File: config.mk
export PLATFORM = sky130hd
export DESIGN_NAME = multicycle_main_ctrl
export DESIGN_NICKNAME = d
export VERILOG_FILES = /design/src/rtl/mips_ctrl_pkg.sv /design/src/rtl/mc_ctrl_out_decode.sv /design/src/rtl/multicycle_main_ctrl.sv
export SDC_FILE = /design/constraint.sdc
export NUM_CORES = 1
export LEC_CHECK = 0
export ABC_AREA = 1
export CAP_MARGIN = 25
export CORE_MARGIN = 2
export CORE_UTILIZATION = 38
export DETAILED_ROUTE_END_ITERATION = 6
export PLACE_DENSITY = 0.75
export SLEW_MARGIN = 20
export SYNTH_ARGS = -nofsm -noshare
export SYNTH_HDL_FRONTEND = slang
export SYNTH_SLANG_ARGS = --single-unit
File: constraint.sdc
create_clock -name clk -period 2 [get_ports clk]
set_clock_uncertainty 0.15 [all_clocks]
set_input_delay 0.3 -clock clk [delete_from_list [all_inputs] [get_ports clk]]
set_output_delay 0.3 -clock clk [all_outputs]
set_load 0.1 [all_outputs]
File: src/rtl/mips_ctrl_pkg.sv
// rtl/mips_ctrl_pkg.sv - shared state encodings, opcodes and control-field codes
// Purpose: common definitions for the multicycle main controller, ALU decoder
//          and datapath. No ports.
package mips_ctrl_pkg;

    typedef enum logic [3:0] {
        S_IDLE    = 4'd0,
        S_FETCH   = 4'd1,
        S_DECODE  = 4'd2,
        S_MEMADR  = 4'd3,
        S_MEMRD   = 4'd4,
        S_MEMWB   = 4'd5,
        S_MEMWR   = 4'd6,
        S_EXECUTE = 4'd7,
        S_ALUWB   = 4'd8,
        S_ADDIEX  = 4'd9,
        S_ADDIWB  = 4'd10,
        S_BRANCH  = 4'd11,
        S_JUMP    = 4'd12,
        S_JAL     = 4'd13
    } state_t;

    localparam logic [5:0] OP_RTYPE = 6'b000000;
    localparam logic [5:0] OP_J     = 6'b000010;
    localparam logic [5:0] OP_JAL   = 6'b000011;
    localparam logic [5:0] OP_BEQ   = 6'b000100;
    localparam logic [5:0] OP_ADDI  = 6'b001000;
    localparam logic [5:0] OP_LW    = 6'b100011;
    localparam logic [5:0] OP_SW    = 6'b101011;

    localparam logic [1:0] ALU_ADD   = 2'b00;
    localparam logic [1:0] ALU_SUB   = 2'b01;
    localparam logic [1:0] ALU_FUNCT = 2'b10;

    localparam logic [1:0] PC_ALU    = 2'b00;
    localparam logic [1:0] PC_ALUOUT = 2'b01;
    localparam logic [1:0] PC_JUMP   = 2'b10;

    localparam logic [1:0] RD_RT = 2'b00;
    localparam logic [1:0] RD_RD = 2'b01;
    localparam logic [1:0] RD_RA = 2'b10;

    localparam logic [1:0] M2R_ALU = 2'b00;
    localparam logic [1:0] M2R_MEM = 2'b01;
    localparam logic [1:0] M2R_PC  = 2'b10;

    localparam logic [1:0] SRCB_B    = 2'b00;
    localparam logic [1:0] SRCB_4    = 2'b01;
    localparam logic [1:0] SRCB_IMM  = 2'b10;
    localparam logic [1:0] SRCB_IMM4 = 2'b11;

endpackage

File: src/rtl/mc_ctrl_out_decode.sv
// rtl/mc_ctrl_out_decode.sv - combinational state to control-word decode
// Purpose: Moore output decode for the multicycle controller.
// Ports:  i state (state_t), i mem_rdy (effective memory ready),
//         o pc_write, branch, pc_src[1:0], iord, mem_write, ir_write,
//           reg_dst[1:0], mem_to_reg[1:0], reg_write, alu_src_a,
//           alu_src_b[1:0], alu_op[1:0]
module mc_ctrl_out_decode
    import mips_ctrl_pkg::*;
(
    input  state_t     state,
    input  logic       mem_rdy,
    output logic       pc_write,
    output logic       branch,
    output logic [1:0] pc_src,
    output logic       iord,
    output logic       mem_write,
    output logic       ir_write,
    output logic [1:0] reg_dst,
    output logic [1:0] mem_to_reg,
    output logic       reg_write,
    output logic       alu_src_a,
    output logic [1:0] alu_src_b,
    output logic [1:0] alu_op
);

    always_comb begin
        pc_write   = 1'b0;
        branch     = 1'b0;
        pc_src     = PC_ALU;
        iord       = 1'b0;
        mem_write  = 1'b0;
        ir_write   = 1'b0;
        reg_dst    = RD_RT;
        mem_to_reg = M2R_ALU;
        reg_write  = 1'b0;
        alu_src_a  = 1'b0;
        alu_src_b  = SRCB_B;
        alu_op     = ALU_ADD;
        case (state)
            S_FETCH: begin
                // IR and PC only latch once the fetch data is actually back
                alu_src_b = SRCB_4;
                ir_write  = mem_rdy;
                pc_write  = mem_rdy;
            end
            S_DECODE: begin
                // Speculative branch target: PC+4 + (SignImm<<2)
                alu_src_b = SRCB_IMM4;
            end
            S_MEMADR, S_ADDIEX: begin
                alu_src_a = 1'b1;
                alu_src_b = SRCB_IMM;
            end
            S_MEMRD: begin
                iord = 1'b1;
            end
            S_MEMWB: begin
                mem_to_reg = M2R_MEM;
                reg_write  = 1'b1;
            end
            S_MEMWR: begin
                iord      = 1'b1;
                mem_write = 1'b1;
            end
            S_EXECUTE: begin
                alu_src_a = 1'b1;
                alu_op    = ALU_FUNCT;
            end
            S_ALUWB: begin
                reg_dst   = RD_RD;
                reg_write = 1'b1;
            end
            S_ADDIWB: begin
                reg_write = 1'b1;
            end
            S_BRANCH: begin
                alu_src_a = 1'b1;
                alu_op    = ALU_SUB;
                pc_src    = PC_ALUOUT;
                branch    = 1'b1;
            end
            S_JUMP: begin
                pc_src   = PC_JUMP;
                pc_write = 1'b1;
            end
            S_JAL: begin
                // PC already holds PC+4 from FETCH, so it is the link value
                pc_src     = PC_JUMP;
                pc_write   = 1'b1;
                reg_write  = 1'b1;
                reg_dst    = RD_RA;
                mem_to_reg = M2R_PC;
            end
            default: ;
        endcase
    end

endmodule

File: src/rtl/multicycle_main_ctrl.sv
// rtl/multicycle_main_ctrl.sv - multicycle MIPS main control FSM
// Purpose: sequences FETCH/DECODE/execute/writeback for lw, sw, R-type,
//          addi, beq, j, jal with a memory-ready handshake.
// Ports:  i clk, rst_n (async active-low), op[5:0], mem_ready
//         o pc_write, branch, pc_src[1:0], iord, mem_write, ir_write,
//           reg_dst[1:0], mem_to_reg[1:0], reg_write, alu_src_a,
//           alu_src_b[1:0], alu_op[1:0], illegal_op (one-cycle pulse)
module multicycle_main_ctrl
    import mips_ctrl_pkg::*;
#(
    parameter bit MEM_HANDSHAKE = 1'b1,
    parameter bit JAL_EN        = 1'b1,
    parameter int STATE_W       = 4
) (
    input  logic       clk,
    input  logic       rst_n,
    input  logic [5:0] op,
    input  logic       mem_ready,
    output logic       pc_write,
    output logic       branch,
    output logic [1:0] pc_src,
    output logic       iord,
    output logic       mem_write,
    output logic       ir_write,
    output logic [1:0] reg_dst,
    output logic [1:0] mem_to_reg,
    output logic       reg_write,
    output logic       alu_src_a,
    output logic [1:0] alu_src_b,
    output logic [1:0] alu_op,
    output logic       illegal_op
);

    logic [STATE_W-1:0] r_state;
    logic               r_illegal;
    state_t             w_cur;
    state_t             w_next;
    logic               w_mem_rdy;
    logic               w_bad_op;

    assign w_cur     = state_t'(r_state[3:0]);
    assign w_mem_rdy = MEM_HANDSHAKE ? mem_ready : 1'b1;

    always_comb begin
        w_next   = S_IDLE;
        w_bad_op = 1'b0;
        case (w_cur)
            S_IDLE:   w_next = S_FETCH;
            S_FETCH:  w_next = w_mem_rdy ? S_DECODE : S_FETCH;
            S_DECODE: begin
                case (op)
                    OP_LW, OP_SW: w_next = S_MEMADR;
                    OP_RTYPE:     w_next = S_EXECUTE;
                    OP_ADDI:      w_next = S_ADDIEX;
                    OP_BEQ:       w_next = S_BRANCH;
                    OP_J:         w_next = S_JUMP;
                    default:      w_next = S_FETCH;
                endcase
                if (op == OP_JAL && JAL_EN) begin
                    w_next = S_JAL;
                end else if (w_next == S_FETCH) begin
                    w_bad_op = 1'b1;
                end
            end
            S_MEMADR:  w_next = (op == OP_LW) ? S_MEMRD : S_MEMWR;
            S_MEMRD:   w_next = w_mem_rdy ? S_MEMWB : S_MEMRD;
            S_MEMWR:   w_next = w_mem_rdy ? S_FETCH : S_MEMWR;
            S_EXECUTE: w_next = S_ALUWB;
            S_ADDIEX:  w_next = S_ADDIWB;
            S_MEMWB, S_ALUWB, S_ADDIWB, S_BRANCH, S_JUMP, S_JAL:
                       w_next = S_FETCH;
            default:   w_next = S_IDLE;
        endcase
    end

    // illegal_op is registered so it carries no combinational path from op;
    // it pulses in the cycle after the offending DECODE.
    always_ff @(posedge clk or negedge rst_n) begin
        if (!rst_n) begin
            r_state   <= STATE_W'(S_IDLE);
            r_illegal <= 1'b0;
        end else begin
            r_state   <= STATE_W'(w_next);
            r_illegal <= w_bad_op;
        end
    end

    assign illegal_op = r_illegal;

    mc_ctrl_out_decode u_decode (
        .state      (w_cur),
        .mem_rdy    (w_mem_rdy),
        .pc_write   (pc_write),
        .branch     (branch),
        .pc_src     (pc_src),
        .iord       (iord),
        .mem_write  (mem_write),
        .ir_write   (ir_write),
        .reg_dst    (reg_dst),
        .mem_to_reg (mem_to_reg),
        .reg_write  (reg_write),
        .alu_src_a  (alu_src_a),
        .alu_src_b  (alu_src_b),
        .alu_op     (alu_op)
    );

endmodule

==> reports/metrics.yaml <==
logic_synthesis:
  synth_mux_area_share_pct: 0
  synth_seq_cells: 5
  syn-cell-area_um2: 551
  ys_warn_count: 0
  synth_compound_area_share_pct: 10.0
  avgSynthCellArea_um2: 5.56
  syn_nets: 108
  synth_cell_types: 18
  synth_xor_area_share_pct: 0
  ys_seq_area_share_pct: 22.7
  synthCells: 99
  synth_top_family_by_area: "simple AND/OR/NAND/NOR gates"
  synth-adder-area-share_pct: 0
  synth_simple_gate_area_share_pct: 53.6
sta:
  worstMarginPinSlew_ns: 0.297
  setup_ws_ns: 0.0265
  drv_slew: 0
  min_period_over_period_pct: 98.7
  period_minus_slack_ns: 1.97
  hold_ws_ns: 0.126
  setup_tns_ns: 0
  hold_viol_final: 0
  rsz0062_at_grt: "yes"
  slew_headroom_pct: 80.2
  setup_violations: 0
  fmax_mhz: 507
critical_path:
  cp.buffers_inverters: 2
  worstPathCellList: "nand2_2 -> nor2_2 -> inv_1 -> o21ai_1 -> clkbuf_16"
  critical-path-top-delay-family: "flip-flops"
  regToRegEndpoint: "r_state[1]"
  cpPeakStageDelay_ns: 0.50
  arrival_ns: 1.52
  critical-path-slowest-cell: "dfrtp_1"
  reg2reg_from: "r_state[3]"
  end_kind: "output pin"
  worstSetupPathType: "reg2out"
  worstPathMaxFanout: 6
  reg2reg_depth: 7
  cp-start-kind: "flop"
  r2r_slack_ns: 0.60
  crit_required_ns: 1.55
clock_tree:
  numCtsBuffers: 3
  tritoncts: "built"
  clock-sinks: 5
  hold_buffers: 0
  htreeDepth: 1
  clk_latency_ns: 0.24
  cts_root_buf: "clkbuf_4"
  path_clk_slew_ns: 0.04
  clk_path_buf_depth: 2
layout:
  post-route-cell-area_um2: 1090
  final_nets: 141
  antenna_cells: 0
  drive_above_1_share_pct: 39.7
  synthToLayoutAreaGrowth_pct: 98.2
route:
  drt-total-wl_um: 1810
  drtPass1Iterations: 4
  vias: 764
  drc: 0
  wl_per_cell_um: 12.4
  drt-vias-per-instance: 5.23
  final_antenna_net_count: 0
  drt_iter0_markers: 24
global_route:
  grt_start_max_net_pins: 9
  grt_pass1_vias: 694
  track_usage_pct: 19.8
  antenna_found_initial: 0
  grt_first_pass_wirelength_um: 2670
  grt-ovfl-total: 0
placed_design:
  gp_congestion: 0.799
  io_buffers: 26
  place_ws_ns: 0.262
  placed_cell_area_um2: 1010
  hpwl_um: 1330
floorplan:
  start_util_pct: 41.3
  fp.coreArea_um2: 1330
  rows: 13
  die_x_um: 42.1
  die_area_um2: 1770
  dieHeight_um: 42.1
  pin_count: 27
status:
  status: "completed"
power_and_ir_drop:
  finalPower_mw: 1.79
  powerDensity_nw_per_um2: 1640
  ir_worst_vdd_v: 0.000798
  cellLeakagePower_nw: 0.538
job:
  max-cap-violations: 0
worst_hold_path:
  hp-class: "in2async"
-- final cells by class --
cell class	instances	area, um2
multi-input cells	76	388
well taps	15	18.8
flip-flops and latches	5	128
inverters	16	62.6
fillers	86	243
clock buffers	4	26.3
repair buffers	30	468
-- per-layer routing --
layer | GRT usage [%] | share of wire, % | vias up
li1 | - | - | 375
met1 | 19.7 | 36 | 348
met2 | 39.1 | 57 | 41
met3 | 6.90 | 6.6 | 0
met4 | 3.75 | 0 | 0
met5 | 0 | 0 | -
-- stage by stage --
| stage | instances | utilization, % |
|---|---|---|
| after detailed placement | 138 | 75.7 |
| after floorplan | 99 | - |
| after global routing | 146 | 81.8 |
| after global placement | 138 | 75.7 |
| final | 146 | 81.8 |
| after CTS | 142 | 78.0 |
-- Yosys cell counts (all sizes together) --
library cell,count,area (um2)
o211ai,1,7.51
o21ai,5,25.0
nand3b,2,15.0
dfrtp,5,125
nand2,30,120
a31oi,1,6.26
o22ai,1,6.26
a21oi,2,10.0
buf,2,15.0
inv,16,60.1
nor3,1,5.00
nand4,1,6.26
nand3,7,35.0
nor2,25,114
-- registers in the layout, summed over array words and instances (netlist names) --
name / count
r_state: 4
illegal_op: 1
-- report_power, final --
| group | internal (mW) | switching [mW] |
|---|---|---|
| clock | 0.0753 | 0.0401 |
| sequential | 0.141 | 0.0610 |
| combinational | 0.484 | 0.985 |
| total | 0.700 | 1.09 |
-- kinds of logic after synthesis --
logic type,count (synthesis)
flops,5
simple gates,66
buf+inv,18
compound gates,10
-- cell usage in the layout (no fill, tap or decap), types with 2 or more instances in the layout --
cell / Yosys / routed
nand3b_1: 2 / 2
buf_4: 2 / 5
clkbuf_4: 0 / 3
inv_1: 10 / 10
nor2_1: 17 / 13
a21oi_1: 2 / 2
clkdlybuf4s50_1: 0 / 8
dfrtp_2: 0 / 2
buf_12: 0 / 15
nand2_1: 27 / 26
clkbuf_16: 0 / 2
inv_2: 6 / 5
nand3_1: 7 / 7
nor2_2: 8 / 11
nand2_2: 3 / 3
dfrtp_1: 5 / 3
o21ai_1: 2 / 4
-- how the worst max path moves through the flow --
stage / depth (start not counted) / from / end / slack (ns)
floorplan: 3 / r_state[1] / alu_src_b[0] / -0.46
global placement: 6 / r_state[2] / alu_src_b[1] / 0.31
detailed placement: 6 / r_state[2] / alu_src_b[1] / 0.26
CTS: 6 / r_state[1] / alu_src_b[1] / 0.05
global route: 6 / r_state[2] / alu_src_b[0] / -0.06
finish: 5 / r_state[0] / alu_src_b[1] / 0.03
-- timing repair --
action,4_1_cts,5_1_grt
gates resized for setup,2,6
hold endpoints to repair,0,0
setup buffers,0,4
endpoints found under the setup margin,1,4
cloned,0,0
Note: power is estimated with default switching activity, not from simulation.
